**config.mk**
```make
export PLATFORM = sky130hd
export DESIGN_NAME = mdu_ctrl
export DESIGN_NICKNAME = d
export VERILOG_FILES = /design/src/rtl/mdu_ctrl_pkg.sv /design/src/rtl/mdu_ctrl_div_core.sv /design/src/rtl/mdu_ctrl.sv
export SDC_FILE = /design/constraint.sdc
export NUM_CORES = 2
export LEC_CHECK = 0
export BUFFER_PORTS_ARGS = -buffer_cell sky130_fd_sc_hd__buf_2
export CORE_ASPECT_RATIO = 0.8
export CORE_UTILIZATION = 48
export CTS_CLUSTER_DIAMETER = 60
export DETAILED_ROUTE_END_ITERATION = 8
export SYNTH_ARGS = -nofsm -noshare
export SYNTH_HDL_FRONTEND = slang
export SYNTH_HIERARCHICAL = 1
export SYNTH_SLANG_ARGS = --single-unit
export TNS_END_PERCENT = 30
```
**constraint.sdc**
```tcl
create_clock -name clk -period 12.6 [get_ports clk]
set_clock_uncertainty 0.1 [all_clocks]
set_input_delay 1.26 -clock clk [delete_from_list [all_inputs] [get_ports clk]]
set_output_delay 1.26 -clock clk [all_outputs]
set_load 0.01 [all_outputs]
```
**src/rtl/mdu_ctrl_pkg.sv**
```systemverilog
// Shared MDU definitions: ALU op encodings, controller state encodings and helpers.
package mdu_ctrl_pkg;

  localparam logic [7:0]  EXE_MULT_OP    = 8'b0001_1000;
  localparam logic [7:0]  EXE_MULTU_OP   = 8'b0001_1001;
  localparam logic [7:0]  EXE_DIV_OP     = 8'b0001_1010;
  localparam logic [7:0]  EXE_DIVU_OP    = 8'b0001_1011;
  localparam logic [31:0] DIV_BY_ZERO_LO = 32'hFFFF_FFFF;

  typedef enum logic [1:0] {
    MDU_IDLE = 2'd0,
    MDU_MUL  = 2'd1,
    MDU_DIV  = 2'd2,
    MDU_DONE = 2'd3
  } mdu_state_e;

  // Magnitude of a 32-bit operand; unsigned operands pass through untouched.
  function automatic logic [31:0] mag32(input logic [31:0] v, input logic sgn);
    return (sgn && v[31]) ? (~v + 32'd1) : v;
  endfunction

endpackage

```
**src/rtl/mdu_ctrl_div_core.sv**
```systemverilog
// Restoring divider on operand magnitudes, one quotient bit per cycle.
// MDU_EARLY_OUT_EN: finish after one cycle when |dividend| < |divisor|.
module div_core
  import mdu_ctrl_pkg::*;
#(
  parameter int DIV_ITER = 32
) (
  input  logic        clk,
  input  logic        resetn,
  input  logic        start_i,
  input  logic        signed_i,
  input  logic [31:0] a_i,
  input  logic [31:0] b_i,
  output logic        done_o,
  output logic [31:0] quotient_o,
  output logic [31:0] remainder_o
);

  logic        run_q;
  logic [5:0]  cnt_q;
  logic [31:0] quo_q;
  logic [31:0] dvs_q;
  logic [32:0] rem_q;
  logic [32:0] trial;
  logic        early;

  assign trial = {rem_q[31:0], quo_q[31]} - {1'b0, dvs_q};

`ifdef MDU_EARLY_OUT_EN
  // Before the first iteration quo_q still holds the dividend magnitude.
  assign early = (cnt_q == 6'd0) && (quo_q < dvs_q);
`else
  assign early = 1'b0;
`endif

  assign done_o = run_q & ((dvs_q == 32'd0) | early | (cnt_q == 6'(DIV_ITER - 1)));

  always_ff @(posedge clk or negedge resetn) begin
    if (!resetn) begin
      run_q <= 1'b0;
      cnt_q <= 6'd0;
    end else if (start_i) begin
      run_q <= 1'b1;
      cnt_q <= 6'd0;
    end else if (run_q) begin
      cnt_q <= cnt_q + 6'd1;
      if (done_o) run_q <= 1'b0;
    end
  end

  always_ff @(posedge clk) begin
    if (start_i) begin
      quo_q <= mag32(a_i, signed_i);
      dvs_q <= mag32(b_i, signed_i);
      rem_q <= 33'd0;
    end else if (run_q) begin
      if (early) begin
        quo_q <= 32'd0;
        rem_q <= {1'b0, quo_q};
      end else if (!trial[32]) begin
        rem_q <= trial;
        quo_q <= {quo_q[30:0], 1'b1};
      end else begin
        rem_q <= {rem_q[31:0], quo_q[31]};
        quo_q <= {quo_q[30:0], 1'b0};
      end
    end
  end

  assign quotient_o  = quo_q;
  assign remainder_o = rem_q[31:0];

endmodule

```
**src/rtl/mdu_ctrl.sv**
```systemverilog
// EX-stage multiply/divide sequencer: stalls the pipe and issues one HI/LO write per op.
// MDU_EARLY_OUT_EN (in div_core) shortens divides with |dividend| < |divisor|.
module mdu_ctrl
  import mdu_ctrl_pkg::*;
#(
  parameter int MUL_LAT  = 2,
  parameter int DIV_ITER = 32
) (
  input  logic        clk,
  input  logic        resetn,
  input  logic        valid_e,
  input  logic [7:0]  alucontrol_e,
  input  logic [31:0] src_a,
  input  logic [31:0] src_b,
  input  logic        flush_e,
  output logic        stall_e,
  output logic        busy,
  output logic        hilo_we,
  output logic [31:0] hi_o,
  output logic [31:0] lo_o
);

  mdu_state_e  state_q, state_d;
  logic [2:0]  cnt_q;
  logic        div_op_q;
  logic        sgn_q;
  logic [31:0] a_q, b_q;
  logic [63:0] prod_q;
  logic [31:0] hi_q, lo_q;

  logic        is_mul, is_div, op_sgn, accept, stall_d, we_d, div_done;
  logic [31:0] div_quo, div_rem, res_hi, res_lo;
  logic [63:0] ext_a, ext_b;

  assign is_mul = (alucontrol_e == EXE_MULT_OP) || (alucontrol_e == EXE_MULTU_OP);
  assign is_div = (alucontrol_e == EXE_DIV_OP)  || (alucontrol_e == EXE_DIVU_OP);
  assign op_sgn = (alucontrol_e == EXE_MULT_OP) || (alucontrol_e == EXE_DIV_OP);
  assign accept = (state_q == MDU_IDLE) & valid_e & ~flush_e & (is_mul | is_div);

  // Sign-extending to 64 bits lets one unsigned multiplier serve MULT and MULTU.
  assign ext_a = op_sgn ? {{32{src_a[31]}}, src_a} : {32'd0, src_a};
  assign ext_b = op_sgn ? {{32{src_b[31]}}, src_b} : {32'd0, src_b};

  div_core #(.DIV_ITER(DIV_ITER)) u_div (
    .clk         (clk),
    .resetn      (resetn),
    .start_i     (accept & is_div),
    .signed_i    (op_sgn),
    .a_i         (src_a),
    .b_i         (src_b),
    .done_o      (div_done),
    .quotient_o  (div_quo),
    .remainder_o (div_rem)
  );

  always_comb begin
    state_d = state_q;
    stall_d = 1'b0;
    we_d    = 1'b0;
    case (state_q)
      MDU_IDLE: begin
        if (accept) begin
          stall_d = 1'b1;
          if (is_div)            state_d = MDU_DIV;
          else if (MUL_LAT == 1) state_d = MDU_DONE;
          else                   state_d = MDU_MUL;
        end
      end
      MDU_MUL: begin
        if (flush_e) state_d = MDU_IDLE;
        else begin
          stall_d = 1'b1;
          if (cnt_q == 3'(MUL_LAT - 1)) state_d = MDU_DONE;
        end
      end
      MDU_DIV: begin
        if (flush_e) state_d = MDU_IDLE;
        else begin
          stall_d = 1'b1;
          if (div_done) state_d = MDU_DONE;
        end
      end
      MDU_DONE: begin
        state_d = MDU_IDLE;
        we_d    = ~flush_e;
      end
      default: state_d = MDU_IDLE;
    endcase
  end

  always_ff @(posedge clk or negedge resetn) begin
    if (!resetn) begin
      state_q  <= MDU_IDLE;
      cnt_q    <= 3'd0;
      div_op_q <= 1'b0;
      hi_q     <= 32'd0;
      lo_q     <= 32'd0;
    end else begin
      state_q <= state_d;
      if (accept) begin
        cnt_q    <= 3'd1;
        div_op_q <= is_div;
      end else if (state_q == MDU_MUL) begin
        cnt_q <= cnt_q + 3'd1;
      end
      if (we_d) begin
        hi_q <= res_hi;
        lo_q <= res_lo;
      end
    end
  end

  always_ff @(posedge clk) begin
    if (accept) begin
      a_q    <= src_a;
      b_q    <= src_b;
      sgn_q  <= op_sgn;
      prod_q <= ext_a * ext_b;
    end
  end

  // Quotient sign follows the operand sign mismatch; remainder follows the dividend.
  always_comb begin
    res_hi = prod_q[63:32];
    res_lo = prod_q[31:0];
    if (div_op_q) begin
      if (b_q == 32'd0) begin
        res_hi = a_q;
        res_lo = DIV_BY_ZERO_LO;
      end else begin
        res_lo = (sgn_q & (a_q[31] ^ b_q[31])) ? (~div_quo + 32'd1) : div_quo;
        res_hi = (sgn_q & a_q[31]) ? (~div_rem + 32'd1) : div_rem;
      end
    end
  end

  assign stall_e = resetn & stall_d;
  assign busy    = (state_q != MDU_IDLE);
  assign hilo_we = we_d;
  assign hi_o    = we_d ? res_hi : hi_q;
  assign lo_o    = we_d ? res_lo : lo_q;

endmodule

```
Word-level counts from Yosys, hierarchy flattened
Index checks and enable logic that the tools add are counted.
{"block": "totals", "input_bits": 76, "output_inout_bits": 67, "regBits": 302}
{"block": "classes", "reduce_logical": 13, "addsub": 7, "n_mul": 1, "n_mux": 34, "bitwise_logic": 16, "eq_ne": 12}
{"op": "$mux 32", "count": 13}
{"op": "$add 32x1->32 const B", "count": 4}
{"op": "$mux 64", "count": 2}
{"op": "$not 32->32", "count": 4}
{"op": "$logic_not 32->1", "count": 2}
{"op": "$mul 64x64->64", "count": 1}
{"op": "$sub 33x32->33", "count": 1}
{"op": "$eq 8x5->1 const B", "count": 4}
{"op": "$mux 2", "count": 6}
{"op": "$mux 6", "count": 2}
{"op": "$and 1x1->1", "count": 8}
{"op": "$pmux 2 s4", "count": 1}
{"op": "$mux 1", "count": 7}
{"op": "$add 6x1->6 const B", "count": 1}
{"op": "$eq 6x5->1 const B", "count": 1}
{"op": "$mux 3", "count": 2}
{"op": "$ne 3x3->1 const B", "count": 2}
{"op": "$reduce_bool 2->1", "count": 3}
{"op": "$eq 2x2->1 const B", "count": 2}
{"op": "$add 3x1->3 const B", "count": 1}
{"op": "$eq 3x1->1 const B", "count": 1}
{"op": "$logic_or 1x1->1", "count": 3}
{"op": "$reduce_and 3->1", "count": 1}
{"op": "$eq 2x1->1 const B", "count": 1}
{"op": "8 further kinds", "count": 10}

Logic depth before layout (Yosys ltp)
{"block": "logic_depth", "ltp_word": 7, "ltp_mapped": 36, "depth_no_buf": 35}

Cells and area by module
Netlist, hierarchy kept.
{"mod": "mdu_ctrl", "n_inst": 1, "cells_per_inst": 5905, "area_each_um2": 56341.5, "seq_area_each_um2": 5625.4}
{"mod": "div_core", "n_inst": 1, "cells_per_inst": 876, "area_each_um2": 7488.4, "seq_area_each_um2": 2737.6}

Worst setup path after synthesis
No wires, ideal clock.
{"block": "synth_timing", "path_kind": "input -> register", "from": "input port alucontrol_e[5]", "to": "register prod_q[61] (data pin)", "setup_time_ns": 0.276, "arrival_time_ns": 10.216, "path_stages": 33, "slack_ns": 2.008, "path_cell_list": "nor4b_1 nand3b_1 nor2_1 and2_1 clkbuf_1 clkbuf_1 nand2_1 fa_1 inv_1 fa_1 fa_1 inv_1 fa_1 fa_1 fa_1 inv_1 fa_1 inv_1 fa_1 fa_1 fa_1 inv_1 ha_1 clkbuf_1 a21oi_1 o21bai_1 a21oi_1 nor2b_1 o21a_1 o21a_1 o21ai_0 o311ai_0 xor2_1"}
{"block": "synth_via", "elab_chain_cells": 4, "elab_cells_between_ends": 6, "classes_between": "1 x mul; 2 x eq/ne; 2 x mux; 1 x reduce/logical"}
{"element": "from (decl)", "line_no": "mdu_ctrl.sv:12", "rtl": "input logic [7:0] alucontrol_e,"}
{"element": "$eq 8x5->1", "line_no": "mdu_ctrl.sv:37", "rtl": "assign op_sgn = (alucontrol_e == EXE_MULT_OP) || (alucontrol_e == EXE_DIV_OP);"}
{"element": "$logic_or 1x1->1 *", "line_no": "mdu_ctrl.sv:37"}
{"element": "$mux 64, on equally long branches", "line_no": "mdu_ctrl.sv:41, mdu_ctrl.sv:42"}
{"element": "$mul 64x64->64 *", "line_no": "mdu_ctrl.sv:118", "rtl": "prod_q <= ext_a * ext_b;"}
{"element": "to (signal assigned)", "line_no": "mdu_ctrl.sv:118"}
{"element": "to (decl)", "line_no": "mdu_ctrl.sv:28", "rtl": "logic [63:0] prod_q;"}
Every way passes the cells marked *; elsewhere a longest branch is shown, timed or not.
A chain may end at the register's enable or synchronous reset.

Worst setup path in the final report
{"block": "layout_timing", "from": "input port alucontrol_e[5]", "to": "register prod_q[58] (data pin)"}
The elaborated chain is that of the path after synthesis.

==> key figures <==
Run status
  • Status: complete, but fails checks
  • Failing checks: design-rule violations

Worst setup path
  • Crit Path Class: in -> reg
  • CP bufs+invs: 10
  • Largest stage delay on the critical path: 0.58 ns
  • Crit path launch type: input pin
  • Worst Setup End Kind: flip-flop
  • Crit-path slowest cell: fa_1
  • Most common cell on crit path: fa_1
  • Max FO, Critical Path: 20
  • Critical Path RT: 12.79 ns
  • Delay-heaviest family, CP: adder cells
  • R2r setup slk: 8.64 ns
  • WP data arrival: 11.55 ns

Drt
  • Drt via density: 5.49
  • Antenna-violating nets left: 0
  • DR iter-0 viols: 4594
  • Via count: 46.7k
  • Routed len/inst: 23.8 µm
  • DRC viols: 60
  • Post-Route WL: 203000 µm
  • Drt first pass iters: 8

Clock tree
  • Setup Fix Bufs, Post-CTS: 0
  • Post-CTS sizing: 0
  • H-tree Lvls: 2
  • Root buf cell: clkbuf_16
  • Hold buffer count at cts: 0
  • TritonCTS clock tree: built
  • CTS buffer count: 34
  • Clock buffer depth: 3
  • Skew-Pair Late Insertion Delay: 0.55 ns
  • CTS clock-pin slew for the worst setup and hold paths: 0.07 ns
  • Clk sink count: 302

STA
  • RSZ-0062 raised after global routing: no
  • Worst-margin pin slew: 1.30 ns
  • Fin. Hold Viols: 0
  • Slew Limit Fails: 0
  • Setup TNS: 0 ns
  • Final worst slack: 1.24 ns
  • Slew HR: 0.119
  • Period utilization: 0.902
  • Final min period: 11.36 ns
  • Endpoints failing setup: 0
  • Max Freq: 88.0 MHz

Logic synthesis
  • Ys Warns: 6
  • Number of enable flip-flop cells after synthesis: 193
  • Mapped Cells: 6781
  • Post-synth ARST share: 0.255
  • Ranking of synthesized cells by area: fa_1 45%, inv_1 9.6%, edfxtp_1 9.1%, ha_1 7.0%, nand2_1 5.5%
  • Sequential share of the synthesized area: 0.131
  • Synthesized area per cell: 9.41 µm²
  • Yosys top cell area share: 0.445
  • Area leader, netlist: fa_1
  • Ys flop type: edfxtp_1
  • Number of synthesized register bits: 302
  • Synth Net Count: 8634
  • Cell area after synthesis: 63800 µm²
  • Yosys cell types: 87

Global routing
  • GRT Total Usage: 0.307
  • First-pass GRT wire length: 309000 µm
  • Grt ovf: 0
  • Largest net degree at the start of global routing: 85
  • Vias in the first global route: 48.7k
  • Initial antenna violation count: 17

Floorplanning
  • Chip height: 328 µm
  • DIE AREA: 134000 µm²
  • Starting density of the core: 0.484
  • I/O pin count: 143
  • Die W: 410 µm
  • Core Box Area: 132000 µm²
  • Rows: 119

Placement
  • DP Wirelength: 166000 µm
  • RePlAce Congestion: 0.990
  • DP Worst Slack: 0.788 ns
  • Placed Instance Area: 66200 µm²
  • IO Port Bufs: 142

Finish
  • Net count reported at finish: 8575
  • Area Overhead vs Synth: 5.45%
  • Share of cells above drive strength 1: 0.0480
  • Design area: 67300 µm²

Run
  • Max Cap Violations: 0

Worst hold path
  • Hold Crit Class: reg -> reg
[kinds of logic after synthesis]
logic type               count (synthesis)  synth area share
adder cells (fa/ha/maj)               1777             0.515
AND/OR/NAND/NOR                       1767             0.130
AO/OA/AOI/OAI                          683            0.0662
multiplexers                            39           0.00616
buffers and inverters                 1953             0.116
flip-flops                             302             0.131
XOR/XNOR                               260            0.0357
[metal layers]
layer  track usage  routed length [µm]  vias up
li1              -                   -    20271
met1         0.470               92700    24249
met2         0.448               84100     2004
met3        0.0709               21900      182
met4        0.0569                3930        4
met5             0                  20        -
[layout by cell type (no fill, tap or decap), types with 37 or more instances in the layout]
| master | netlist | final |
|---|---|---|
| a21oi_1 | 183 | 183 |
| fa_1 | 1419 | 1419 |
| buf_4 | 5 | 89 |
| and2_1 | 370 | 369 |
| ha_1 | 358 | 358 |
| edfxtp_1 | 193 | 193 |
| nand2_1 | 929 | 929 |
| xnor2_1 | 150 | 150 |
| nor2_1 | 187 | 185 |
| dfrtp_1 | 77 | 75 |
| nand4_1 | 39 | 39 |
| inv_1 | 1627 | 1626 |
| mux2i_1 | 37 | 37 |
| xor2_1 | 110 | 110 |
| nand3_1 | 47 | 47 |
| o21ai_0 | 214 | 214 |
| a21o_1 | 55 | 55 |
| buf_2 | 7 | 142 |
[stage by stage]
stage | util | cells | hold slack (ns)
floorplan | - | 6781 | 0.387
global route | 0.511 | 8503 | 0.412
finish | 0.511 | 8513 | 0.388
CTS | 0.511 | 8502 | 0.392
global placement | 0.502 | 8439 | 0.362
detailed placement | 0.502 | 8440 | 0.378
[final cells by class]
| cell class | instances | area (µm²) |
|---|---|---|
| sequential | 302 | 8370 |
| multi-input combinational | 4526 | 48100 |
| clock inverter | 21 | 225 |
| fill | 12266 | 64500 |
| timing repair buffer | 231 | 1380 |
| antenna | 11 | 27.5 |
| clock buffer | 41 | 887 |
| tap | 1754 | 2190 |
| inverter | 1627 | 6110 |
[path summary, 6_finish.rpt]
kind	from	end	depth (start not counted)
max in group asynchronous	resetn	div_op_q	2
min in group asynchronous	resetn	lo_q[5]	1
min reg2reg	lo_q[14]	lo_q[14]	2
max reg2reg	u_div/quotient_o[31]	u_div/rem_q[14]	11
max	alucontrol_e[5]	prod_q[58]	33
min	lo_q[14]	lo_q[14]	2
[worst reg2reg max path: stages (launching register included)]
cell and delay (ns):
edfxtp_1 0.41, inv_1 0.06, ha_1 0.22, fa_1 0.39, nand2b_1 0.21, a21oi_2 0.22
o21ai_0 0.21, a21oi_2 0.36, a31oi_2 0.19, a21boi_4 0.90, o21ai_0 0.25, a311oi_1 0.32
[cells in the mapped netlist, types with 5 or more instances]
cell      number
inv_1       1627
fa_1        1419
nand2_1      929
and2_1       370
ha_1         358
clkbuf_1     294
o21ai_0      214
edfxtp_1     193
nor2_1       187
a21oi_1      183
xnor2_1      150
xor2_1       110
dfrtp_1       77
a21o_1        55
nand3_1       47
nand4_1       39
mux2i_1       37
a311oi_1      33
dfxtp_1       32
nor3_1        30
nor4_1        30
nand2b_1      29
o22ai_1       28
and3_1        27
o31ai_1       27
o21a_1        22
a31oi_1       17
o21bai_1      17
or3_1         16
buf_1         14
o41ai_1       14
a211oi_1      13
nor2b_1       12
o211ai_1      10
nand3b_1       9
or4_1          8
buf_2          7
buf_4          5
[registers in the layout, indices dropped and copies added, names as in the netlist, 2 cells and up]
name,count
u_div/dvs_q,32
hi_q,32
lo_q,32
u_div/cnt_q,6
prod_q,64
b_q,32
u_div/rem_q,32
a_q,32
u_div/quotient_o,32
cnt_q,3
state_q,2
Power is left out: the tool's default activity adds up to more than one toggle a clock period on the data nets, which glitch-free logic cannot reach.
